$ cat config.mk
export PLATFORM = sky130hd
export DESIGN_NAME = branch_sequencer_flat
export DESIGN_NICKNAME = d
export VERILOG_FILES = /design/src/rtl/branch_sequencer_if.sv /design/src/rtl/branch_sequencer.sv /design/src/flat_wrapper.sv
export SDC_FILE = /design/constraint.sdc
export NUM_CORES = 1
export LEC_CHECK = 0
export ABC_AREA = 1
export CORE_MARGIN = 8
export CORE_UTILIZATION = 46
export DETAILED_ROUTE_END_ITERATION = 8
export PLACE_DENSITY = 0.79
export RECOVER_POWER = 100
export SYNTH_ARGS = -nofsm -noshare
export SYNTH_HDL_FRONTEND = slang
export SYNTH_SLANG_ARGS = --single-unit
$ cat constraint.sdc
create_clock -name clock -period 1.6 [get_ports clock]
set_input_delay 0.4 -clock clock [delete_from_list [all_inputs] [get_ports clock]]
set_output_delay 0.4 -clock clock [all_outputs]
set_load 0.01 [all_outputs]
$ cat src/rtl/branch_sequencer_if.sv
// Control bundle between the core sequencer logic and branch_sequencer.
// master: the side issuing requests/instructions; slave: the sequencer.
interface branch_sequencer_if #(
  parameter int DEPTH_W = 8
);
  logic [1:0]         req_state;
  logic               halt_req;
  logic [3:0]         instruction;
  logic [1:0]         state;
  logic               core_enable;
  logic               pc_write;
  logic [DEPTH_W-1:0] depth;
  logic               depth_overflow;
  logic [15:0]        branch_cycles;

  modport master (
    output req_state, halt_req, instruction,
    input  state, core_enable, pc_write, depth, depth_overflow, branch_cycles
  );

  modport slave (
    input  req_state, halt_req, instruction,
    output state, core_enable, pc_write, depth, depth_overflow, branch_cycles
  );
endinterface

$ cat src/rtl/branch_sequencer.sv
// Branch sequencer: arbitrates between core execution, bracket-matching
// branch skipping (CBF/CBB nesting), single-cycle stalls and halt.
// Optional macro SEQ_PERF_CNT_EN compiles in the branch_cycles counter;
// without it branch_cycles is tied to zero.
module branch_sequencer #(
  parameter int         DEPTH_W = 8,
  parameter logic [3:0] OP_CBF  = 4'h6,
  parameter logic [3:0] OP_CBB  = 4'h7
) (
  input logic               clock,
  input logic               reset_n,
  branch_sequencer_if.slave bus
);

  typedef enum logic [1:0] {
    ST_CORE   = 2'b00,
    ST_BRANCH = 2'b01,
    ST_STALL  = 2'b10,
    ST_HALT   = 2'b11
  } state_e;

  localparam logic [1:0] REQ_BRANCH = 2'b01;
  localparam logic [1:0] REQ_STALL  = 2'b10;

  state_e             state_q, state_d;
  logic [DEPTH_W-1:0] depth_q, depth_d;
  logic               ovf_q, ovf_d;

  // Next-state and depth tracking; all outputs come from registers below.
  always_comb begin
    state_d = state_q;
    depth_d = depth_q;
    ovf_d   = ovf_q;
    case (state_q)
      ST_CORE: begin
        if (bus.halt_req) begin
          state_d = ST_HALT;
        end else if (bus.req_state == REQ_BRANCH) begin
          state_d = ST_BRANCH;
          depth_d = DEPTH_W'(1);
        end else if (bus.req_state == REQ_STALL) begin
          state_d = ST_STALL;
        end
      end
      ST_BRANCH: begin
        // halt_req/req_state are deliberately ignored while skipping.
        if (bus.instruction == OP_CBF) begin
          if (depth_q == '1) begin
            ovf_d   = 1'b1;
            state_d = ST_HALT;
          end else begin
            depth_d = depth_q + DEPTH_W'(1);
          end
        end else if (bus.instruction == OP_CBB) begin
          if (depth_q > DEPTH_W'(1)) begin
            depth_d = depth_q - DEPTH_W'(1);
          end else begin
            // Matching bracket found: resume at the following instruction.
            depth_d = '0;
            state_d = ST_CORE;
          end
        end
      end
      ST_STALL: state_d = ST_CORE;
      default:  state_d = ST_HALT;
    endcase
  end

  // State, depth and sticky overflow registers with synchronous reset.
  always_ff @(posedge clock) begin
    if (!reset_n) begin
      state_q <= ST_CORE;
      depth_q <= '0;
      ovf_q   <= 1'b0;
    end else begin
      state_q <= state_d;
      depth_q <= depth_d;
      ovf_q   <= ovf_d;
    end
  end

`ifdef SEQ_PERF_CNT_EN
  logic [15:0] bc_q, bc_d;

  // Saturating count of cycles spent away from core execution (BRANCH/STALL).
  always_comb begin
    bc_d = bc_q;
    if ((state_q == ST_BRANCH || state_q == ST_STALL) && bc_q != 16'hFFFF) begin
      bc_d = bc_q + 16'd1;
    end
  end

  // Performance counter register.
  always_ff @(posedge clock) begin
    if (!reset_n) begin
      bc_q <= '0;
    end else begin
      bc_q <= bc_d;
    end
  end

  assign bus.branch_cycles = bc_q;
`else
  assign bus.branch_cycles = 16'd0;
`endif

  assign bus.state          = state_q;
  assign bus.core_enable    = (state_q == ST_CORE);
  assign bus.pc_write       = (state_q == ST_BRANCH) || (state_q == ST_STALL);
  assign bus.depth          = depth_q;
  assign bus.depth_overflow = ovf_q;

endmodule

$ cat src/flat_wrapper.sv
// flat-port wrapper written by rule: the top's interface ports become plain ports
module branch_sequencer_flat 
#(
  parameter int         DEPTH_W = 8,
  parameter logic [3:0] OP_CBF  = 4'h6,
  parameter logic [3:0] OP_CBB  = 4'h7
)
  (clock, reset_n, bus_req_state, bus_halt_req, bus_instruction, bus_state, bus_core_enable, bus_pc_write, bus_depth, bus_depth_overflow, bus_branch_cycles);
  branch_sequencer_if #(.DEPTH_W(DEPTH_W)) bus_i ();
  input logic clock;
  input logic reset_n;
  input wire logic [$bits(bus_i.req_state)-1:0] bus_req_state;
  input wire logic [$bits(bus_i.halt_req)-1:0] bus_halt_req;
  input wire logic [$bits(bus_i.instruction)-1:0] bus_instruction;
  output wire logic [$bits(bus_i.state)-1:0] bus_state;
  output wire logic [$bits(bus_i.core_enable)-1:0] bus_core_enable;
  output wire logic [$bits(bus_i.pc_write)-1:0] bus_pc_write;
  output wire logic [$bits(bus_i.depth)-1:0] bus_depth;
  output wire logic [$bits(bus_i.depth_overflow)-1:0] bus_depth_overflow;
  output wire logic [$bits(bus_i.branch_cycles)-1:0] bus_branch_cycles;
  assign bus_i.req_state = bus_req_state;
  assign bus_i.halt_req = bus_halt_req;
  assign bus_i.instruction = bus_instruction;
  assign bus_state = bus_i.state;
  assign bus_core_enable = bus_i.core_enable;
  assign bus_pc_write = bus_i.pc_write;
  assign bus_depth = bus_i.depth;
  assign bus_depth_overflow = bus_i.depth_overflow;
  assign bus_branch_cycles = bus_i.branch_cycles;
  branch_sequencer #(.DEPTH_W(DEPTH_W), .OP_CBF(OP_CBF), .OP_CBB(OP_CBB)) u_core (.clock(clock), .reset_n(reset_n), .bus(bus_i));
endmodule
==> qor.yml, run 1 <==
status:
  status: "completed"
synth:
  syn_avg_cell_area_um2: 6.01
  synth_top_cell_by_area: "dfxtp_1"
  synth_warnings: 0
  synth_ff_type: "dfxtp_1"
  async_flop_share_pct: 0
  synthCells: 200
  synth-edff-count: 0
  synthDominantCellAreaShare_pct: 18.3
  yosysSeqAreaShare_pct: 18.3
  ys_top_cells_by_area: "dfxtp_1 (18%), nand2_1 (14%), buf_4 (10%)"
  yosys_register_bits: 11
  synth_area_um2: 1200
  synthDistinctLibCells: 23
placed_design:
  gp_congestion: 0.908
  portBuffers: 21
  dpl_cell_area_um2: 1520
  dpl.hpwl_um: 2430
clocking:
  clock_latency_ns: 0.28
  cts.sinks: 11
  clkTransAtPathRegs_ns: 0.08
  h-tree-depth: 1
  cts-root-buf: "clkbuf_4"
  ctsHoldBuffers: 0
  cts_made_buffers: 3
  clockBufferDepth: 2
  cts_tree: "built"
cells_and_area:
  antenna_cells: 0
  fillerInstances: 218
  area_delta_synth_final_pct: 35.8
  layout.nets: 260
  final_layout_size_suffix_gt1_share_pct: 26.7
  stdcell_area_um2: 1630
global_route:
  use_met2_pct: 21.4
  grt_max_degree: 9
  grt_pass1_vias: 1174
  met3_usage_pct: 4.19
  grt-ovfl-total: 0
  antenna_found_initial: 0
  track_usage_pct: 13.6
  grt-busiest-layer: "met2"
  grt_pass1_wl_um: 4910
  grt_use_met1_pct: 17.3
drt:
  vias: 1240
  first_iter_violations: 95
  first_pass_iters: 4
  viasPerCell: 4.54
  finalWirelength_um: 3140
  routedWlPerCell_um: 11.5
  final_antenna_net_count: 0
  drcViolationCount: 0
job:
  drv_cap: 0
critical_path:
  cp.arrival_ns: 1.14
  crit_chain: "inv_1 > ha_4 > clkdlybuf4s15_1"
  path_class: "flop to primary output"
  crit_path_end_kind: "primary output"
  crit_slowest_cell: "dfxtp_2"
  max_stage_delay_ns: 0.35
  required_ns: 1.20
  start_kind: "flop"
  cp_max_fo: 4
  ff2ff_setup_slack_ns: 0.09
sta:
  fmax_mhz: 648
  setup_viol: 0
  fin_crit_ns: 1.54
  finalClockSkew_ns: 0.00374
  timing.final.crit_share_pct: 96.4
  maxSlewViolCount: 0
  hold_violations: 0
  tns_ns: 0
power_and_ir_drop:
  power_per_cell_area_nw_per_um2: 1740
  p_leak_uw: 0.000922
  peakVddDrop_mv: 1.17
die:
  dieHeight_um: 67.1
  num_rows: 18
  start_util_pct: 48.5
  die_w_um: 67.1
  pin_count: 38
  coreArea_um2: 2480
  die_area_um2: 4500
min_path:
  min_path_type: "flop to flop"
final timing paths:
kind                                          start                                     end  depth (start not counted)
min          u_core.bus.depth_overflow$_SDFFE_PN0P_  u_core.bus.depth_overflow$_SDFFE_PN0P_                          2
max                u_core.bus.state[0]$_SDFFE_PN0P_                         bus_core_enable                          3
max reg2reg        u_core.bus.depth[0]$_SDFFE_PN0P_        u_core.bus.depth[5]$_SDFFE_PN0P_                         11
min reg2reg  u_core.bus.depth_overflow$_SDFFE_PN0P_  u_core.bus.depth_overflow$_SDFFE_PN0P_                          2
placed cells by master, fill, tap and decap left out, drive strengths merged:
cell type	count
nand3	18
o21ai	17
clkbuf	5
nor2	35
ha	7
clkdlybuf4s15	1
clkinv	1
clkdlybuf4s25	1
inv	35
conb	16
buf	20
dfxtp	11
a21oi	5
dlygate4sd2	12
dlymetal6s2s	2
nand3b	1
nand2	50
nand4	1
clkdlybuf4s50	4
xor2	1
flip-flops by register name (all words and copies together), names as in the netlist:
| register | cells |
|---|---|
| u_core.bus.depth_overflow | 1 |
| u_core.bus.depth | 8 |
| u_core.bus.state | 2 |
synth_stat cells, types with 3 or more instances:
| master | count |
|---|---|
| a21oi_1 | 5 |
| buf_4 | 16 |
| dfxtp_1 | 11 |
| ha_1 | 7 |
| inv_1 | 32 |
| nand2_1 | 44 |
| nand2_2 | 4 |
| nand3_1 | 16 |
| nor2_1 | 27 |
| nor2_2 | 4 |
| nor2_4 | 3 |
| o21ai_0 | 8 |
| o21ai_1 | 9 |
what timing repair did:
action | CTS | global route
resized for setup | 29 | 25
pin swaps | 7 | 10
setup endpoints to repair | 15 | 13
setup buffers | 0 | 2
gates cloned | 0 | 0
critical path, delay by kind of cell, from the launching register on:
family	cells	cell delay (ns)
adder cells (fa/ha/maj)	1	0.17
buffers and inverters	2	0.35
flip-flops	1	0.35
power breakdown:
group / switching (uW) / total (uW) / internal [uW]
clock network: 113 / 205 / 92.8
logic: 1230 / 2140 / 910
registers: 117 / 496 / 379
per-stage QoR:
| stage | util, % | hold slack [ns] | cells | power (uW) | worst slack (ns) |
|---|---|---|---|---|---|
| after floorplan | - | 0.474 | 215 | 1740 | 0.0836 |
| after global placement | 61.3 | 0.445 | 267 | 2470 | -0.303 |
| after detailed placement | 61.3 | 0.444 | 267 | 2480 | -0.316 |
| after CTS | 62.9 | 0.459 | 271 | 2690 | 0.00657 |
| after global routing | 65.9 | 0.476 | 273 | 3110 | -0.0547 |
| final | 65.9 | 0.458 | 273 | 2840 | 0.0571 |
logic make-up (layout without fill, tap and decap cells):
kind of cell             Yosys count  in the layout  share of synthesized area (%)
buffers and inverters             53             81                           22.0
AND/OR/NAND/NOR                  105            105                           42.2
XOR/XNOR                           1              1                          0.729
flip-flops                        11             11                           18.3
adder cells (fa/ha/maj)            7              7                           7.29
AO/OA/AOI/OAI                     22             22                           9.17
other                              1             16                          0.312
cell type report:
cell class	count	area, um^2	share of cell area (%)
Clock buffer	3	22.5	1.38
Tap cell	30	37.5	2.30
Inverter	35	136	8.36
Clock inverter	1	5.00	0.307
Multi-Input combinational cell	151	846	51.8
Timing Repair Buffer	42	357	21.9
Sequential cell	11	228	14.0
routing by layer:
metal / routed length (um) / share of wire (%) / vias to the layer above
li1: - / - / 667
met1: 1470 / 47 / 533
met2: 1410 / 45 / 38
met3: 237 / 7.5 / 2
met4: 20 / 0.64 / 0
met5: 0 / 0 / -
Power figures use the tool's default switching activity.
==> run 2: changes to the inputs <==
- GPL_ROUTABILITY_DRIVEN: unset -> 0
- GPL_TIMING_DRIVEN: unset -> 0
- MAX_ROUTING_LAYER: unset -> met4
==> qor.yml, run 2 (synthesized netlist as in run 1, its figures left out) <==
min_path:
  min_path_type: "flop to flop"
  holdPathStages: 2  # unchanged
die:
  coreArea_um2: 2480  # unchanged
  dieHeight_um: 67.1  # unchanged
  die_area_um2: 4500  # unchanged
  num_rows: 18  # unchanged
  start_util_pct: 48.5  # unchanged
  die_w_um: 67.1  # unchanged
  pin_count: 38  # unchanged
critical_path:
  crit_chain: "clkdlybuf4s50_1"
  crit_buf_inv: 1  # -1
  start_kind: "flop"
  max_stage_delay_ns: 0.54  # +0.19 ns
  path_delay_family: "buffers and inverters"
  cp_max_fo: 3  # -1
  cp.arrival_ns: 1.18  # +0.04 ns
  worst-r2r-cell-count: 12  # +1
  endpoint: "bus_state[1]"
  path_class: "flop to primary output"
  required_ns: 1.20  # about the same
  crit_path_end_kind: "primary output"
  ff2ff_setup_slack_ns: 0.11  # +0.02 ns
  crit_slowest_cell: "clkdlybuf4s50_1"
  r2r_end: "u_core.bus.state[1]$_SDFFE_PN0P_"
  crit_start: "u_core.bus.state[1]$_SDFFE_PN0P_"
  worstSetupPathDepth: 1  # -2
  worstReg2RegStart: "u_core.bus.depth[0]$_SDFFE_PN0P_"
clocking:
  ctsHoldBuffers: 0  # unchanged
  cts.sinks: 11  # unchanged
  cts_made_buffers: 3  # unchanged
  h-tree-depth: 1  # unchanged
  cts_tree: "built"
  cts-root-buf: "clkbuf_4"
  clock_latency_ns: 0.29  # about the same
  clkTransAtPathRegs_ns: 0.09  # about the same
  clockBufferDepth: 2  # unchanged
global_route:
  track_usage_pct: 14.1  # +0.50 points
  antenna_found_initial: 0  # unchanged
  grt_pass1_wl_um: 4930  # +0.57%
  grt_pass1_vias: 1141  # -2.8%
  grt_max_degree: 9  # unchanged
  grt-ovfl-total: 0  # unchanged
power_and_ir_drop:
  p_total_uw: 2850  # +0.43%
  p_sw_share_pct: 51.4  # about the same
  pwr-share-comb_pct: 75.0  # -0.3 points
  p_switching_uw: 1470  # +0.41%
  p_leak_uw: 0.000967  # +4.9%
  peakVddDrop_mv: 1.23  # +5.2%
  pwr-share-seq_pct: 17.7  # +0.3 points
  clkPwrFrac_pct: 7.3  # about the same
  p_int_uw: 1390  # +0.45%
  power_per_cell_area_nw_per_um2: 1690  # -2.8%
sta:
  maxSlewViolCount: 0  # unchanged
  timing.final.crit_share_pct: 98.6  # +2.2 points
  fmax_mhz: 634  # -2.2%
  setup_viol: 0  # unchanged
  setup_ws_ns: 0.0217  # -0.0354 ns
  fin_crit_ns: 1.58  # +0.0354 ns
  hold_violations: 0  # unchanged
  finalClockSkew_ns: 0.0133  # +0.00954 ns
  fin_hold_ws_ns: 0.462  # +0.00352 ns
drt:
  first_pass_iters: 4  # unchanged
  vias: 1292  # +4.2%
  finalWirelength_um: 3120  # -0.73%
  drcViolationCount: 0  # unchanged
  routedWlPerCell_um: 11.2  # -2.9%
  first_iter_violations: 71  # -25%
  viasPerCell: 4.63  # +2.0%
  final_antenna_net_count: 0  # unchanged
job:
  drv_cap: 0  # unchanged
cells_and_area:
  fin_cells: 279  # +2.2%
  final_cell_mix: "nand2_1 (43), inv_1 (26), buf_4 (25)"
  mostFrequentLayoutCell: "nand2_1"
  largest_reg_flops: 8  # unchanged
  antenna_cells: 0  # unchanged
  final_layout_size_suffix_gt1_share_pct: 29.3  # +2.6 points
  area_delta_synth_final_pct: 40.3
  layout.nets: 266  # +2.3%
  fillerInstances: 222  # +1.8%
placed_design:
  dpl.hpwl_um: 2260  # -6.8%
  place_ws_ns: -0.380  # -0.0644 ns
  portBuffers: 21  # unchanged
  placedCellCount: 266  # -0.37%
status:
  status: "completed"
==> run 2: how the worst min path moves through the flow <==
stage | from | end
floorplan | u_core.bus.depth_overflow$_SDFFE_PN0P_ | u_core.bus.depth_overflow$_SDFFE_PN0P_
global placement | u_core.bus.depth_overflow$_SDFFE_PN0P_ | u_core.bus.depth_overflow$_SDFFE_PN0P_
detailed placement | u_core.bus.depth_overflow$_SDFFE_PN0P_ | u_core.bus.depth_overflow$_SDFFE_PN0P_
CTS | u_core.bus.depth_overflow$_SDFFE_PN0P_ | u_core.bus.depth_overflow$_SDFFE_PN0P_
global route | u_core.bus.depth_overflow$_SDFFE_PN0P_ | u_core.bus.depth_overflow$_SDFFE_PN0P_
finish | u_core.bus.depth_overflow$_SDFFE_PN0P_ | u_core.bus.depth_overflow$_SDFFE_PN0P_
==> run 2: layout make-up <==
class / count / area [um^2] / share of cell area [%]
Timing Repair Buffer: 30 / 270 / 16.0
Inverter: 35 / 134 / 7.94
Buffer: 18 / 130 / 7.72
Multi-Input combinational cell: 151 / 857 / 50.9
Tap cell: 30 / 37.5 / 2.23
Clock buffer: 4 / 26.3 / 1.56
Sequential cell: 11 / 230 / 13.7
==> run 2: power by group through the flow <==
| stage | clock network, uW | registers [uW] | logic, uW |
|---|---|---|---|
| CTS | 208 | 484 | 1890 |
| global route | 219 | 528 | 2370 |
| finish | 209 | 505 | 2140 |
| detailed placement | 0 | 477 | 1770 |
| global placement | 0 | 477 | 1750 |
| floorplan | 0 | 503 | 1240 |
==> run 2: routing by layer <==
metal,global-route usage [%],vias up,part of all wire (%)
met4,3.92,0,1.9
met3,2.01,8,7.9
met1,18.0,541,45
li1,-,684,-
met5,-,-,0
met2,22.5,59,45
==> run 2: worst register-to-register path, stage by stage (launching register included) <==
cell and delay (ns):
dfxtp_4 0.37, inv_2 0.09, ha_4 0.14, inv_1 0.05
nand2_1 0.07, nand2_2 0.06, nor2_4 0.16, nor2_4 0.05
nand2_2 0.09, nand3_2 0.10, nand2_1 0.07, nand2_1 0.04
nor2_1 0.13
==> run 2: per-stage QoR <==
step | util [%] | setup TNS [ns] | cell area [um^2]
final | 68.0 | 0 | 1690
after global routing | 68.0 | -0.0577 | 1690
after CTS | 64.0 | 0 | 1590
after detailed placement | 60.8 | -3.32 | 1510
after global placement | 60.8 | -3.06 | 1510
after floorplan | - | 0 | 1260
==> run 2: timing repair <==
| item | in CTS | in global routing |
|---|---|---|
| pin swaps | 7 | 11 |
| endpoints found under the setup margin | 20 | 12 |
| buffers inserted | 5 | 4 |
| gates cloned | 0 | 0 |
| resized for setup | 29 | 26 |
| endpoints found under the hold margin | 0 | 0 |
